### config.mk
export PLATFORM = sky130hd
export DESIGN_NAME = rotate_share_arbiter
export DESIGN_NICKNAME = d
export VERILOG_FILES = /design/src/rtl/rotate_share_arbiter.sv
export SDC_FILE = /design/constraint.sdc
export NUM_CORES = 1
export LEC_CHECK = 0
export CORE_MARGIN = 1
export CORE_UTILIZATION = 35
export DETAILED_ROUTE_END_ITERATION = 6
export PLACE_DENSITY = 0.61
export SLEW_MARGIN = 5
export SYNTH_ARGS = -nofsm -noshare
export SYNTH_HDL_FRONTEND = slang
export SYNTH_SLANG_ARGS = --single-unit
### constraint.sdc
create_clock -name clk -period 3.5 [get_ports clk]
set_input_delay 1.05 -clock clk [delete_from_list [all_inputs] [get_ports clk]]
set_output_delay 1.05 -clock clk [all_outputs]
set_load 0.005 [all_outputs]
### src/rtl/rotate_share_arbiter.sv
// Two requesters share one 8-bit rotate-left unit; ROT_ARB_STATS_EN adds saturating per-requester grant counters.
// Accept at edge N -> rsp_valid after edge N+1; one op in flight, readies stay low until the response is taken.
module rotate_share_arbiter #(
  parameter int RR    = 1,
  parameter int CNT_W = 8
) (
  input  logic       clk,
  input  logic       reset,
  input  logic       req0_valid,
  input  logic [7:0] req0_data,
  input  logic [2:0] req0_amt,
  output logic       req0_ready,
  input  logic       req1_valid,
  input  logic [7:0] req1_data,
  input  logic [2:0] req1_amt,
  output logic       req1_ready,
  output logic       rsp_valid,
  output logic [7:0] rsp_data,
  output logic       rsp_id,
  input  logic       rsp_ready,
  output logic       busy
`ifdef ROT_ARB_STATS_EN
  ,
  output logic [CNT_W-1:0] gnt_cnt0,
  output logic [CNT_W-1:0] gnt_cnt1
`endif
);

  typedef enum logic [1:0] {IDLE, CALC, RESP} state_t;

  typedef struct packed {
    logic [7:0] data;
    logic [2:0] amt;
    logic       id;
  } op_t;

  if (CNT_W < 1) begin : g_cnt_w_check
    $error("CNT_W must be at least 1");
  end

  state_t      state_q, state_d;
  op_t         op_q, op_d;
  logic        last_grant;
  logic        pick1;
  logic        accept;
  logic [15:0] rot_wide;
  logic [7:0]  rot;

  // Rotating a doubled copy left leaves the wrapped bits in the upper byte.
  assign rot_wide = {op_q.data, op_q.data} << op_q.amt;
  assign rot      = rot_wide[15:8];
  assign busy     = (state_q != IDLE);
  assign op_d     = pick1 ? {req1_data, req1_amt, 1'b1} : {req0_data, req0_amt, 1'b0};

  always_comb begin
    state_d    = state_q;
    pick1      = 1'b0;
    accept     = 1'b0;
    req0_ready = 1'b0;
    req1_ready = 1'b0;
    if (req0_valid && req1_valid)
      pick1 = (RR != 0) ? ~last_grant : 1'b0;
    else
      pick1 = req1_valid;
    case (state_q)
      IDLE: begin
        if ((req0_valid || req1_valid) && !reset) begin
          accept     = 1'b1;
          req0_ready = ~pick1;
          req1_ready = pick1;
          state_d    = CALC;
        end
      end
      CALC:    state_d = RESP;
      RESP:    if (rsp_ready) state_d = IDLE;
      default: state_d = IDLE;
    endcase
  end

  always_ff @(posedge clk) begin
    if (reset) begin
      state_q    <= IDLE;
      op_q       <= '0;
      last_grant <= 1'b1;
      rsp_valid  <= 1'b0;
      rsp_data   <= 8'h00;
      rsp_id     <= 1'b0;
    end else begin
      state_q <= state_d;
      if (accept) begin
        op_q       <= op_d;
        last_grant <= pick1;
      end
      if (state_q == CALC) begin
        rsp_data  <= rot;
        rsp_id    <= op_q.id;
        rsp_valid <= 1'b1;
      end else if (state_q == RESP && rsp_ready) begin
        rsp_valid <= 1'b0;
      end
    end
  end

`ifdef ROT_ARB_STATS_EN
  always_ff @(posedge clk) begin
    if (reset) begin
      gnt_cnt0 <= '0;
      gnt_cnt1 <= '0;
    end else if (accept) begin
      if (!pick1 && gnt_cnt0 != '1) gnt_cnt0 <= gnt_cnt0 + 1'b1;
      if (pick1 && gnt_cnt1 != '1)  gnt_cnt1 <= gnt_cnt1 + 1'b1;
    end
  end
`endif

endmodule

==> run metrics <==
antenna viol nets, final 0; Final Slew Violations 0; fin cells 207; CTS tree done; H-tree depth 1; Detailed Routing Iterations Pass 1 4; max-cap viol count 0; most used cell, CP clkdlybuf4s50_1; Clock Latency Late Sink 0.27 ns; crit-path max FO 3; Buffers on Ports 39; VDD IR-drop max 0.000189 V; Rel. slew slack 30.9%; delay-heaviest family, CP buffers and inverters; placed insts 203; Avg Cell Area, Syn 10.6 µm²; Boundary Pins 40; P_leak 0.638 nW; Die Y-Extent 63.5 µm; Crit path depth 4; core area 3470 µm²; GRT Util Overall 14.5%; number of diodes 0; Hold Path Stages 2; DP Area 1750 µm²; Synthesized Nets 152; Die X 63.5 µm; cells after synthesis 125; Synth Cell Area 1330 µm²; total number of clock tree sinks 25; DRC viols 0; commonest cells after routing, fill and taps aside 36 x clkdlybuf4s50_1, 25 x dfxtp_1, 20 x mux2i_1; Distinct cells, synth 26; vias in the first global route 1032; number of DRC markers in iteration 0 45; CP Class input pin to output port; outcome finished, final reports clean; clk_skew 0.0104 ns; CTS Buf Count 3; Detailed Place HPWL 2050 µm; final instance area 1810 µm²; final hold violation count 0; Max Buffers Root-to-Sink 2; post-CTS setup buffer count 0; # rows 21; CP endpoint kind output port; hold buffer count at cts 0; share of layout cells above drive strength 1 8.70%; min-delay worst type register to register; Vias 1106; Initial Util 38.2%; total global routing overflow 0; Yosys warning count 0; CP Launch Type input pin; worst slew pin tran 1.03 ns; critical path cell sequence clkdlybuf4s50_1, nor3_2, and2_1, clkdlybuf4s50_1; synthesis-to-layout area growth 36.6%; Total Routed Length 2760 µm; die footprint 4040 µm²; # fillers 326; Root Buffer Master clkbuf_8; f_max 299 MHz; Seq/Total Area, Yosys 37.8%; ratio of final minimum period to clock period 95.4%; register bit count reported by yosys 25; multi-input logic area 761 µm²; initial antenna violation count 0; CP arrival 2.29 ns; most common cell after layout, fill and taps aside clkdlybuf4s50_1; Critical-path top delay cell clkdlybuf4s50_1; CP bufs+invs 2; Critical Path Max Stage Delay 0.50 ns; largest net degree at the start of global routing 20; DR vias/cell 5.34; global placement routability congestion 0.728; FF-to-FF path depth 3; P per Cell Area 389 nW/µm²; # setup viols final 0; clock slew at reported path FFs 0.08 ns; worst endpoint required time 2.45 ns; final worst path period need 3.34 ns; DR WL/cell 13.3 µm; Reg area 500 µm²; global-route wire length before repair 4690 µm; nets 189; RSZ-0062 raised after global routing false
what timing repair did:
item	CTS	global route
hold endpoints to repair	0	0
pin swaps	0	2
resized for setup	1	4
gates cloned	0	0
setup endpoints to repair	1	2
per-layer routing:
metal	global-route usage, %	part of all wire (%)	up-vias	wire length (µm)
met4	5.97	1.5	0	42
met2	24.3	46	38	1270
met3	2.90	4.6	5	128
met1	17.9	48	505	1320
met5	0	0	-	0
li1	-	-	558	-
final timing paths:
check / startpoint / end / slack (ns)
worst max-delay path: reset / req1_ready / 0.16
worst min-delay path: op_q[0] / op_q[0] / 0.49
worst max register to register: state_q[0] / rsp_id / 1.87
worst min register to register: op_q[0] / op_q[0] / 0.49
flip-flops by register name, indices dropped and copies added, names as in the netlist:
name,flops
last_grant,1
op_q,12
rsp_data,8
rsp_id,1
rsp_valid,1
state_q,2
per-stage QoR:
step	hold WS [ns]	utilization (%)	total power, mW	worst slack (ns)	TNS, ns
finish	0.490	52.2	0.705	0.159	0
global route	0.531	52.2	0.747	0.0907	0
CTS	0.498	51.9	0.711	0.00740	0
detailed placement	0.482	50.4	0.538	-0.0205	-0.0205
global placement	0.463	50.4	0.533	0.0147	0
floorplan	0.454	-	0.459	0.778	0
cell usage after synthesis:
library cell / count / share of area, %
and2_1: 1 / 0.47
or2_2: 1 / 0.47
mux4_1: 8 / 16
nor3b_1: 1 / 0.57
a311oi_1: 1 / 0.66
dfxtp_1: 25 / 38
inv_1: 1 / 0.28
a21boi_2: 1 / 0.85
buf_2: 3 / 1.1
nor2_1: 5 / 1.4
a211oi_1: 10 / 5.7
nand3b_1: 1 / 0.57
nor2b_1: 1 / 0.47
a21oi_1: 10 / 3.8
mux2i_1: 20 / 15
buf_1: 1 / 0.28
buf_6: 2 / 1.7
a31oi_1: 10 / 4.7
o21ai_1: 1 / 0.38
nor3_1: 1 / 0.38
nor4_1: 1 / 0.47
nand3_1: 2 / 0.76
clkinv_1: 1 / 0.28
clkbuf_1: 6 / 1.7
nor2_2: 1 / 0.47
o21ai_0: 10 / 3.8
power by group:
group	total [mW]	switching, mW	internal [mW]
Combinational	0.193	0.0770	0.116
Sequential	0.339	0.0265	0.313
Clock	0.173	0.0920	0.0807
worst reg2reg max path, delay by kind of cell, from the launching register on:
kind | cells | cell delay, ns
flip-flops | 1 | 0.38
AND/OR/NAND/NOR | 2 | 0.88
multiplexers | 1 | 0.27
cell type report:
class,instances,share of cell area [%]
multi-input cells,86,42.0
flip-flops and latches,25,27.6
repair buffers,44,24.0
well taps,46,3.18
clock buffers,3,2.28
clock inverters,1,0.415
inverters,2,0.415
logic make-up after synthesis:
family,synth area share [%]
AOI/OAI and AO/OA,19.8
muxes,31.0
DFF,37.8
and+or+nand+nor,6.05
buffers and inverters,5.38
Power figures use the tool's default switching activity.
